==> src/rtl/program_loader_pkg.sv <==
// Shared types and constants for the program loader: FSM state encoding,
// word geometry and the width of the frame's word-count field.
package loader_pkg;

    typedef enum logic [2:0] {
        LEN0,
        LEN1,
        DATA,
        WRITE,
        CSUM,
        DONE,
        ERR
    } state_t;

    localparam int BYTES_PER_WORD = 4;
    localparam int CNT_W          = 16;

endpackage

==> src/rtl/program_loader_if.sv <==
// Byte-stream handshake from the host link plus the instruction memory
// write port; master is the loader, slave is the link/memory side.
interface program_loader_if #(
    parameter int ADDR_W = 8
);
    logic              byte_valid;
    logic [7:0]        byte_data;
    logic              byte_ready;
    logic              im_we;
    logic [ADDR_W-1:0] im_addr;
    logic [31:0]       im_wdata;

    modport master (
        input  byte_valid,
        input  byte_data,
        output byte_ready,
        output im_we,
        output im_addr,
        output im_wdata
    );

    modport slave (
        output byte_valid,
        output byte_data,
        input  byte_ready,
        input  im_we,
        input  im_addr,
        input  im_wdata
    );
endinterface

==> src/rtl/program_loader_byte_assembler.sv <==
// Collects little-endian bytes into a 32-bit word. word_out and full look ahead
// to include the byte being shifted this cycle, so the caller can register it.
module byte_assembler
    import loader_pkg::*;
(
    input  logic        clk,
    input  logic        rst,
    input  logic        clr,
    input  logic        shift_en,
    input  logic [7:0]  byte_in,
    output logic [31:0] word_out,
    output logic        full
);

    logic [23:0] held;
    logic [1:0]  lane;

    always_ff @(posedge clk) begin
        if (rst || clr) begin
            held <= '0;
            lane <= '0;
        end else if (shift_en) begin
            case (lane)
                2'd0:    held[7:0]   <= byte_in;
                2'd1:    held[15:8]  <= byte_in;
                2'd2:    held[23:16] <= byte_in;
                default: ;
            endcase
            lane <= lane + 2'd1;
        end
    end

    // The top lane is never stored: the word is complete as soon as it arrives.
    always_comb begin
        word_out = {8'h00, held};
        if (shift_en) begin
            case (lane)
                2'd0:    word_out[7:0]   = byte_in;
                2'd1:    word_out[15:8]  = byte_in;
                2'd2:    word_out[23:16] = byte_in;
                default: word_out[31:24] = byte_in;
            endcase
        end
    end

    assign full = shift_en && (lane == 2'(BYTES_PER_WORD - 1));

endmodule

==> src/rtl/program_loader.sv <==
// Receives a length/words/checksum frame over a byte link, writes the words
// into instruction memory and releases the processor once the frame checks out.
module program_loader
    import loader_pkg::*;
#(
    parameter int DEPTH  = 64,
    parameter int ADDR_W = 8
) (
    input  logic               clk,
    input  logic               rst,
    program_loader_if.master   bus,
    input  logic               load_req,
    output logic               cpu_rst,
    output logic               start,
    output logic               done,
    output logic               error
);

    state_t           state;
    logic [CNT_W-1:0] count;
    logic [CNT_W-1:0] word_idx;
    logic [CNT_W-1:0] next_idx;
    logic [CNT_W-1:0] req_count;
    logic [7:0]       csum;
    logic             xfer;
    logic [31:0]      asm_word;
    logic             asm_full;

    assign xfer      = bus.byte_valid && bus.byte_ready;
    assign next_idx  = word_idx + CNT_W'(1);
    assign req_count = {bus.byte_data, count[7:0]};

    byte_assembler u_assembler (
        .clk      (clk),
        .rst      (rst),
        .clr      (state == LEN0),
        .shift_en (xfer && (state == DATA)),
        .byte_in  (bus.byte_data),
        .word_out (asm_word),
        .full     (asm_full)
    );

    // byte_ready is registered, so every transition sets it for the state being entered.
    always_ff @(posedge clk) begin
        if (rst) begin
            state          <= LEN0;
            count          <= '0;
            word_idx       <= '0;
            csum           <= '0;
            bus.byte_ready <= 1'b0;
            bus.im_we      <= 1'b0;
            bus.im_addr    <= '0;
            bus.im_wdata   <= '0;
            cpu_rst        <= 1'b1;
            start          <= 1'b0;
            done           <= 1'b0;
            error          <= 1'b0;
        end else begin
            bus.im_we <= 1'b0;
            start     <= 1'b0;
            case (state)
                LEN0: begin
                    bus.byte_ready <= 1'b1;
                    if (xfer) begin
                        count[7:0] <= bus.byte_data;
                        csum       <= csum ^ bus.byte_data;
                        state      <= LEN1;
                    end
                end
                LEN1: begin
                    if (xfer) begin
                        count[CNT_W-1:8] <= bus.byte_data;
                        csum             <= csum ^ bus.byte_data;
                        if (req_count > CNT_W'(DEPTH)) begin
                            state          <= ERR;
                            bus.byte_ready <= 1'b0;
                            error          <= 1'b1;
                        end else if (req_count == '0) begin
                            state <= CSUM;
                        end else begin
                            state <= DATA;
                        end
                    end
                end
                DATA: begin
                    if (xfer) begin
                        csum <= csum ^ bus.byte_data;
                        if (asm_full) begin
                            state          <= WRITE;
                            bus.byte_ready <= 1'b0;
                            bus.im_we      <= 1'b1;
                            bus.im_addr    <= ADDR_W'(word_idx << 2);
                            bus.im_wdata   <= asm_word;
                        end
                    end
                end
                WRITE: begin
                    word_idx       <= next_idx;
                    bus.byte_ready <= 1'b1;
                    state          <= (next_idx == count) ? CSUM : DATA;
                end
                CSUM: begin
                    if (xfer) begin
                        bus.byte_ready <= 1'b0;
                        if (bus.byte_data == csum) begin
                            state   <= DONE;
                            cpu_rst <= 1'b0;
                            done    <= 1'b1;
                            start   <= 1'b1;
                        end else begin
                            state <= ERR;
                            error <= 1'b1;
                        end
                    end
                end
                DONE, ERR: begin
                    if (load_req) begin
                        state          <= LEN0;
                        bus.byte_ready <= 1'b1;
                        cpu_rst        <= 1'b1;
                        done           <= 1'b0;
                        error          <= 1'b0;
                        csum           <= '0;
                        word_idx       <= '0;
                    end
                end
                default: state <= LEN0;
            endcase
        end
    end

endmodule
==> src/flat_wrapper.sv <==
// flat-port wrapper written by rule: the top's interface ports become plain ports
module program_loader_flat import loader_pkg::*;
#(
    parameter int DEPTH  = 64,
    parameter int ADDR_W = 8
)
  (clk, rst, load_req, cpu_rst, start, done, error, bus_byte_valid, bus_byte_data, bus_byte_ready, bus_im_we, bus_im_addr, bus_im_wdata);
  program_loader_if #(.ADDR_W(ADDR_W)) bus_i ();
  input  logic clk;
  input  logic rst;
  input  logic load_req;
  output logic cpu_rst;
  output logic start;
  output logic done;
  output logic error;
  input wire logic [$bits(bus_i.byte_valid)-1:0] bus_byte_valid;
  input wire logic [$bits(bus_i.byte_data)-1:0] bus_byte_data;
  output wire logic [$bits(bus_i.byte_ready)-1:0] bus_byte_ready;
  output wire logic [$bits(bus_i.im_we)-1:0] bus_im_we;
  output wire logic [$bits(bus_i.im_addr)-1:0] bus_im_addr;
  output wire logic [$bits(bus_i.im_wdata)-1:0] bus_im_wdata;
  assign bus_i.byte_valid = bus_byte_valid;
  assign bus_i.byte_data = bus_byte_data;
  assign bus_byte_ready = bus_i.byte_ready;
  assign bus_im_we = bus_i.im_we;
  assign bus_im_addr = bus_i.im_addr;
  assign bus_im_wdata = bus_i.im_wdata;
  program_loader #(.DEPTH(DEPTH), .ADDR_W(ADDR_W)) u_core (.clk(clk), .rst(rst), .bus(bus_i), .load_req(load_req), .cpu_rst(cpu_rst), .start(start), .done(done), .error(error));
endmodule
==> config.mk <==
export PLATFORM = sky130hd
export DESIGN_NAME = program_loader_flat
export DESIGN_NICKNAME = d
export VERILOG_FILES = /design/src/rtl/program_loader_pkg.sv /design/src/rtl/program_loader_if.sv /design/src/rtl/program_loader_byte_assembler.sv /design/src/rtl/program_loader.sv /design/src/flat_wrapper.sv
export SDC_FILE = /design/constraint.sdc
export NUM_CORES = 1
export LEC_CHECK = 0
export ABC_AREA = 1
export CAP_MARGIN = 30
export CORE_MARGIN = 2
export CORE_UTILIZATION = 40
export DETAILED_ROUTE_END_ITERATION = 8
export PLACE_DENSITY = 0.65
export SYNTH_ARGS = -nofsm -noshare
export SYNTH_HDL_FRONTEND = slang
export SYNTH_SLANG_ARGS = --single-unit
==> constraint.sdc <==
create_clock -name clk -period 2.2 [get_ports clk]
set_input_delay 0.44 -clock clk [delete_from_list [all_inputs] [get_ports clk]]
set_output_delay 0.44 -clock clk [all_outputs]
set_load 0.05 [all_outputs]
* Yosys cells after proc, flatten, opt, wreduce, memory -nomap -nowiden
Cells that the tools add are included.
** Cells by class
- Add/subtract/negate cells :: 2
- Magnitude comparators :: 1
- Equality and inequality tests :: 21
- Muxes and demuxes :: 42
- Bitwise logic cells :: 4
- Reductions and logical operators :: 27
** Operators with widths (count)
- two-way mux 8 bit :: 6
- two-way mux 32 bit :: 1
- one-hot mux 16 bit (2 select lines) :: 1
- two-way mux 3 bit :: 9
- one-hot mux 3 bit (6 select lines) :: 1
- two-way mux 1 bit :: 17
- adder 16 x 1 -> 16 bit, second input constant :: 1
- == test 16 bit :: 1
- > comparator 16 x 7 -> 1 bit, second input constant :: 1
- logical NOT 16 bit :: 1
- two-way mux 16 bit :: 1
- inequality test 2 x 1 -> 1 bit, second input constant :: 8
- one-hot mux 8 bit (2 select lines) :: 1
- AND reduction 6 bit :: 2
- OR reduction 3 bit :: 4
- == test 3 bit, second input constant :: 3
- == test 8 bit :: 1
- bitwise XOR 8 bit :: 1
- AND reduction 7 bit :: 1
- == test 3 x 2 -> 1 bit, second input constant :: 2
- AND reduction 2 bit :: 3
- AND reduction 3 bit :: 2
- nonzero test 2 bit :: 3
- one-hot mux 1 bit (5 select lines) :: 1
- 17 further kinds :: 25
** Storage, ports and cells
- Bits in registers :: 113
- Input port bits :: 12
- Output and inout port bits :: 46
- Word-level logic and storage cells :: 112

* Longest topological paths before layout
- Depth in word-level cells :: 6
- Depth in mapped cells :: 16
- Mapped depth without buffers :: 16

* Hierarchy
A second synthesis with hierarchy kept.
** Second synthesis, totals
- Cells, all modules :: 814
- Area total of the unflattened synthesis :: 5521.5 um2
** By module, submodules not included
- program_loader :: instances 1, cells an instance 596, area each 4088.9 um2, sequential area each 1741.7 um2
- byte_assembler :: instances 1, cells an instance 218, area each 1432.6 um2, sequential area each 520.5 um2

* Worst setup path before layout
No wires, ideal clock.
- Path kind :: register to register
- Start :: reg u_core.bus.byte_ready
- End :: reg u_core.bus.byte_ready
- Library setup time :: 81 ps
- Data arrival time :: 1907 ps
- Data required time :: 2119 ps
- Slack :: 212 ps
- Cell stages (with the launch flop) :: 9
- Path buffers :: 0
- Period minus slack after synthesis :: 1988 ps
- Cell sequence :: dfxtp_1 > nand2_1 > nor2_4 > nand2_2 > a22oi_1 > nand2_1 > nor3b_2 > o21ai_1 > a41oi_1
** On the way
- Longest elaborated chain between the ends :: 5
- Elaborated cells between the ends (all ways) :: 8
- Classes of those cells :: eq/ne (4); reduce/logical (4)
** Ends and longest elaborated chain
- start: declaration :: RTL line program_loader_if.sv:16 : output byte_ready,
- start signal: assignment :: RTL line program_loader.sv:50 : bus.byte_ready <= 1'b0;
- start signal: assignment :: RTL line program_loader.sv:63 : bus.byte_ready <= 1'b1;
- start signal: assignment :: RTL line program_loader.sv:76 : bus.byte_ready <= 1'b0;
- logical AND 1 bit * :: RTL line program_loader.sv:29 : assign xfer = bus.byte_valid && bus.byte_ready;
- logical AND 1 bit :: RTL line program_loader.sv:37 : .shift_en (xfer && (state == DATA)),
- logical AND 1 bit :: RTL line program_loader_byte_assembler.sv:46 : assign full = shift_en && (lane == 2'(BYTES_PER_WORD - 1));
- inequality test 2 x 1 -> 1 bit (no source line)
- AND reduction 7 bit (no source line) *
Mark *: on every way between the ends. The rest lies on a longest branch, timed or not.
A chain may end at the register's enable or synchronous reset.

* Worst setup path in the final report
- Start :: reg u_core.bus.byte_ready
- End :: out bus_byte_ready
** RTL lines
- end: declaration :: RTL line flat_wrapper.sv:18 : output wire logic [$bits(bus_i.byte_ready)-1:0] bus_byte_ready;
No word-level cell between the ends.

==> flow_metrics.py <==
metrics = {
    "outcome": {
        "status": "finished clean",
    },
    "die": {
        "core_um2": 12500,
        "std_cell_rows": 41,
        "die_area_um2": 13700,
        "initial_utilization_pct": 40.7,
        "die_y_um": 117,
        "io-pin-count": 58,
        "die_w_um": 117,
    },
    "clock_tree": {
        "cts_buffer_depth": 2,
        "cts_tree": "built",
        "root_buffer": "clkbuf_16",
        "htreeDepth": 4,
        "clkTransAtPathRegs_ns": 0.05,
        "cts.sinks": 113,
        "cts_buffers": 17,
        "clkLatencyLatePin_ns": 0.42,
    },
    "power": {
        "p_sw_mw": 1.90,
        "p_total_mw": 6.11,
        "max-vdd-ir-drop_mv": 0.406,
        "pwr-share-comb_pct": 20.5,
        "clkPwrFrac_pct": 40.9,
        "p_int_mw": 4.20,
        "p_sw_share_pct": 31.1,
        "p_leak_nw": 2.44,
        "cellPowerDensity_nw_per_um2": 947,
        "pwr-share-seq_pct": 38.6,
    },
    "timing": {
        "max_freq_mhz": 484,
        "setup_violations": 0,
        "hold_viol": 0,
        "maxSlewViolCount": 0,
        "worst_pin_slew_ns": 0.506,
        "rsz0062_at_grt": "false",
        "fin_setup_tns_ns": 0,
        "finalCritPeriodShare_pct": 94.0,
        "slew_headroom_pct": 66.2,
        "timing.final.ws_setup_ns": 0.133,
        "clock_skew_ns": 0.00862,
        "post-route-min-period_ns": 2.07,
    },
    "placement": {
        "place_congestion": 0.875,
        "dp_hpwl_um": 9060,
        "pre_cts_ws_ns": 0.0123,
        "dpl_cell_area_um2": 5890,
        "port_buffers": 55,
    },
    "route": {
        "wirelength_um": 13200,
        "viasPerCell": 5.00,
        "drtAntennaViolNets": 0,
        "vias": 4818,
        "drc": 0,
        "drt_iter0_markers": 330,
        "wl_per_cell_um": 13.7,
        "first_pass_iters": 6,
    },
    "finish": {
        "num-nets-final": 797,
        "drive_gt1_share_pct": 9.48,
        "fill_cells": 1225,
        "antenna_cells": 0,
        "stdcell_area_um2": 6450,
        "regArea_um2": 2260,
        "multiInputGateArea_um2": 2400,
        "area_growth_pct": 26.5,
        "final_core_util_pct": 51.5,
    },
    "critical_path": {
        "cp.buffers_inverters": 1,
        "critPathArrivalTime_ns": 1.63,
        "path_cells": "clkdlybuf4s50_1",
        "crit_path_start_kind": "register",
        "cpLargestDelayFamily": "buffers and inverters",
        "path_class": "reg -> out",
        "cp.required_ns": 1.76,
        "cpMaxStageDelayCell": "clkdlybuf4s50_1",
        "critPathCaptureType": "primary output",
        "crit_path_max_fanout": 4,
        "cpPeakStageDelay_ns": 0.83,
    },
    "logic_synthesis": {
        "synth_edf_count": 0,
        "ys_top_cells_by_area": "dfxtp_1 (44%), nand2_1 (11%), o21ai_0 (9.3%)",
        "synth_top_family_by_area": "simple AND/OR/NAND/NOR gates",
        "synth_top_area_share_pct": 44.4,
        "yosys.area_share.simple_pct": 25.3,
        "synth_xor_area_share_pct": 1.55,
        "synthFlopType": "dfxtp_1",
        "syn_area_per_cell_um2": 7.11,
        "ys_seq_area_share_pct": 44.4,
        "synth_top_area_cell": "dfxtp_1",
        "synthMuxAreaShare_pct": 0,
        "synth_compound_area_share_pct": 18.7,
        "syn_area_um2": 5100,
        "async_flop_share_pct": 0,
        "ys_seq_elements": 113,
        "syn_inst": 717,
        "yosysMostFrequentCell": "nand2_1",
        "yosys_warnings": 0,
        "synth_cell_types": 35,
        "synthAdderAreaFrac_pct": 1.23,
        "synthTopCellsByCount": "nand2_1 (149), dfxtp_1 (113), o21ai_0 (95), inv_1 (79), a21oi_1 (77)",
    },
    "run": {
        "drv_cap": 0,
    },
    "global_route": {
        "grt_max_degree": 76,
        "track_usage_pct": 20.8,
        "grt_pass1_wl_um": 21800,
        "antenna_found_initial": 0,
        "grt_pass1_vias": 4476,
        "grt_overflow": 0,
    },
    "hold_path": {
        "hp-class": "reg -> reg",
    },
}
cells in the final DEF, fill, tap and decap left out, types with 12 or more instances in the layout:
cell type | synthesis | final
clkbuf_16 | 0 | 17
inv_1 | 79 | 78
nor2_1 | 69 | 68
a21oi_1 | 77 | 77
nand4_1 | 12 | 12
nand3_1 | 34 | 33
nand2_1 | 149 | 149
clkdlybuf4s50_1 | 0 | 55
buf_4 | 3 | 14
o21ai_0 | 95 | 95
dfxtp_1 | 113 | 112
sequential cells by signal, indices dropped and copies added, names as in the netlist:
signal,cells
u_core.u_assembler.lane,2
u_core.done,1
u_core.bus.im_wdata,32
u_core.csum,8
u_core.bus.im_we,1
u_core.error,1
u_core.state,3
u_core.word_idx,16
u_core.u_assembler.held,24
u_core.count,16
u_core.start,1
u_core.bus.im_addr,6
u_core.cpu_rst,1
u_core.bus.byte_ready,1
final cells by class:
cell class	count	area share (%)
clock buffers	19	6.87
clock inverters	11	1.44
inverters	84	4.89
multi-input cells	492	37.3
flip-flops and latches	113	35.1
well taps	172	3.34
repair buffers	72	11.1
cell families (layout without fill, tap and decap cells):
logic type                 Yosys count  in the layout
adders and majority gates            5              5
and+or+nand+nor                    292            292
buffers and inverters              113            186
other                                1              2
DFF                                113            113
AOI/OAI and AO/OA                  184            184
xor gates and xnor gates             9              9
through the flow:
step           hold WS, ns  std cells
3_3_place_gp         0.447        932
4_1_cts              0.462        962
2_1_floorplan        0.466        718
5_1_grt              0.492        963
3_5_place_dp         0.447        932
6_report             0.457        963
what timing repair did:
action | in CTS | in global routing
hold buffers | 0 | 0
endpoints found under the setup margin | 0 | 2
resized for setup | 0 | 4
setup buffers | 0 | 1
per-layer routing:
metal	global-route usage (%)	wire, um
met1	27.3	6180
met2	33.7	6240
met3	4.33	535
met4	8.08	207
met5	0	0
tightest hold or removal path, delay by kind of cell (launching register included):
family        cells  cell delay (ns)
flops             1             0.32
simple gates      2             0.10
path summary, 6_finish.rpt:
path | start | to | slack, ns | cells past startpoint
worst max register to register | u_core.word_idx[1]$_SDFFE_PP0P_ | u_core.state[1]$_SDFFE_PP0P_ | 0.23 | 14
worst min register to register | u_core.cpu_rst$_SDFFE_PP1P_ | u_core.cpu_rst$_SDFFE_PP1P_ | 0.46 | 2
worst max-delay path | u_core.bus.byte_ready$_SDFFE_PP0P_ | bus_byte_ready | 0.13 | 1
worst min-delay path | u_core.cpu_rst$_SDFFE_PP1P_ | u_core.cpu_rst$_SDFFE_PP1P_ | 0.46 | 2
power groups by stage:
| stage | registers, mW | clock network (mW) | logic, mW |
|---|---|---|---|
| floorplan | 2.45 | 0 | 0.804 |
| global placement | 2.39 | 0 | 1.22 |
| detailed placement | 2.40 | 0 | 1.24 |
| CTS | 2.36 | 2.53 | 1.25 |
| global route | 2.38 | 2.63 | 1.40 |
| finish | 2.36 | 2.49 | 1.25 |
Power figures use the tool's default switching activity.
==> variant: new RTL, config.mk and constraints unchanged <==
`ADDR_W` is set to 8 in 3 places; all go to 10.
--- a/src/rtl/program_loader_if.sv
+++ b/src/rtl/program_loader_if.sv
@@ -3,3 +3,3 @@
 interface program_loader_if #(
-    parameter int ADDR_W = 8
+    parameter int ADDR_W = 10
 );
--- a/src/rtl/program_loader.sv
+++ b/src/rtl/program_loader.sv
@@ -6,3 +6,3 @@
     parameter int DEPTH  = 64,
-    parameter int ADDR_W = 8
+    parameter int ADDR_W = 10
 ) (
--- a/src/flat_wrapper.sv
+++ b/src/flat_wrapper.sv
@@ -4,3 +4,3 @@
     parameter int DEPTH  = 64,
-    parameter int ADDR_W = 8
+    parameter int ADDR_W = 10
 )
Ports: changed (resized bus_im_addr); port bits go from 58 to 60. No check against the original RTL was run, so the function may have changed too.
==> variant against the original RTL <==
Critical endpoint is now bus_im_wdata[28]; setup slack better by 21 ps; register-to-register slack got worse by 30 ps; final area is 0.41% higher; highest routed layer unchanged; sequential share of layout area increased by 0.46 points; synthesized area up 0.27%; sequential power increased by 3%; synthesized cell count decreased by 0.42%; total power grew 3.4%; fmax up 1.0%; sequential cell count rose by 2; wire length up 1.6%; largest cell class unchanged; clock skew fell by 0.97 ps; worst hold slack gained 8.8 ps.
==> variant: results (changes against the original RTL) <==
Max FO, Critical Path - 2 (-2)
DP HPWL - 9140 microns (+0.92%)
number of antenna violations at the first check in global routing - 0 (unchanged)
initial DRC count - 336 (+1.8%)
Yosys Warn Count - 0 (unchanged)
top cells by area, synth - dfxtp_1 (45%), nand2_1 (11%), o21ai_0 (10%)
Fin Clk Skew - 7.65 ps (-0.972 ps)
Clock Latency Late Sink - 410 ps
Crit-path slowest cell - clkdlybuf4s50_1
final global-route overflow total - 0 (unchanged)
CTS Buffer Depth - 2 (unchanged)
distinct cell type count after synthesis - 34 (-2.9%)
vias in the first global route - 4684 (+4.6%)
switching power - 1.99 mW (+4.7%)
Pleak - 2.45 nW (+0.28%)
TritonRoute pass-1 iters - 6 (unchanged)
CTS Buf Count - 17 (unchanged)
biggest registers after layout - u_core.bus.im_wdata (32), u_core.u_assembler.held (24)
synth cell count leaders - nand2_1 (151), dfxtp_1 (115), o21ai_0 (102)
DR vias - 4824 (+0.12%)
fin nets - 796 (-0.13%)
Hold WC Path Type - register to register
share of cells above drive strength 1 - 8.47% (-1.0 points)
Total Routing Usage GR - 21.3% (+0.49 points)
status - complete, no violations
largest net degree at the start of global routing - 69 (-9.2%)
clock root buffer - clkbuf_16
Seq/Total Area, Yosys - 45.1% (+0.66 points)
cell family with most CP delay - buffers and inverters
DR WL/cell - 13.9 microns (+1.6%)
GP Congestion - 0.858 (-2.0%)
Crit path arrival time - 1610 ps (-20 ps)
first-pass GRT wire length - 22500 microns (+2.8%)
Least-Margin Pin Slew - 536 ps (+29.7 ps)
Filler Cells Inserted - 1184 (-3.3%)
clock slew at the register clock pins of the worst setup and hold paths - 50 ps (about the same)
H-tree levels - 4 (unchanged)
Top FF cell, synth - dfxtp_1
Peak VDD IR - 0.533 mV (+31%)
IO Port Bufs - 57 (+3.6%)
-- variant: cell count changes in the layout (fill, tap and decap cells not counted), sizes merged, moves of 4 or more --
cell / unedited run / this run
inv: 83 / 73
nor2: 78 / 83
o21ai: 97 / 102
nor3: 6 / 2
a21oi: 80 / 76
-- variant: cell type report --
class | instances | area [sq um] | share of cell area (%)
clock inverters | 12 | 110 | 1.70
flip-flops and latches | 115 | 2300 | 35.6
repair buffers | 74 | 711 | 11.0
clock buffers | 19 | 443 | 6.84
well taps | 172 | 215 | 3.32
inverters | 73 | 275 | 4.25
multi-input cells | 498 | 2420 | 37.3
-- variant: cells by family after synthesis --
logic type / Yosys count / share of synthesized area (%)
adders and majority gates: 5 / 1.22
DFF: 115 / 45.1
buffers and inverters: 102 / 7.76
xor gates and xnor gates: 13 / 2.50
and+or+nand+nor: 293 / 24.8
AOI/OAI and AO/OA: 185 / 18.6
other: 1 / 0.0734
-- variant: worst paths after layout --
check	startpoint	endpoint	slack (ps)	cells past startpoint
min reg2reg	u_core.cpu_rst	u_core.cpu_rst	470	2
max	u_core.bus.im_wdata[28]	bus_im_wdata[28]	150	1
min	u_core.cpu_rst	u_core.cpu_rst	470	2
max reg2reg	u_core.word_idx[1]	u_core.state[1]	200	14
-- variant: timing repair --
item	in CTS	in global routing
hold endpoints to repair	0	0
gates resized for setup	0	2
setup buffers	0	0
hold buffers	0	0
setup endpoints to repair	0	2
-- variant: routing by layer --
layer / global-route usage (%) / vias to the layer above / wire, microns
met2: 34.2 / 122 / 6260
met1: 27.7 / 2228 / 6320
met5: 0 / - / 0
met3: 5.87 / 10 / 658
li1: - / 2464 / -
met4: 7.29 / 0 / 133
-- variant: per-stage QoR --
step | setup slack (ps) | instances | hold slack (ps) | utilization [%] | area (sq um)
after global routing | 6.59 | 963 | 493 | 51.5 | 6470
after detailed placement | 55.9 | 932 | 463 | 47.1 | 5920
final | 154 | 963 | 466 | 51.5 | 6470
after floorplan | 250 | 715 | 448 | - | 5110
after global placement | 85.5 | 932 | 447 | 47.1 | 5920
after CTS | 125 | 963 | 472 | 51.5 | 6470
-- variant: power by group through the flow --
| stage | combinational (mW) | sequential [mW] | clock [mW] |
|---|---|---|---|
| 2_1_floorplan | 0.872 | 2.52 | 0 |
| 3_3_place_gp | 1.30 | 2.45 | 0 |
| 3_5_place_dp | 1.33 | 2.46 | 0 |
| 4_1_cts | 1.34 | 2.42 | 2.60 |
| 5_1_grt | 1.50 | 2.44 | 2.70 |
| 6_report | 1.34 | 2.42 | 2.55 |
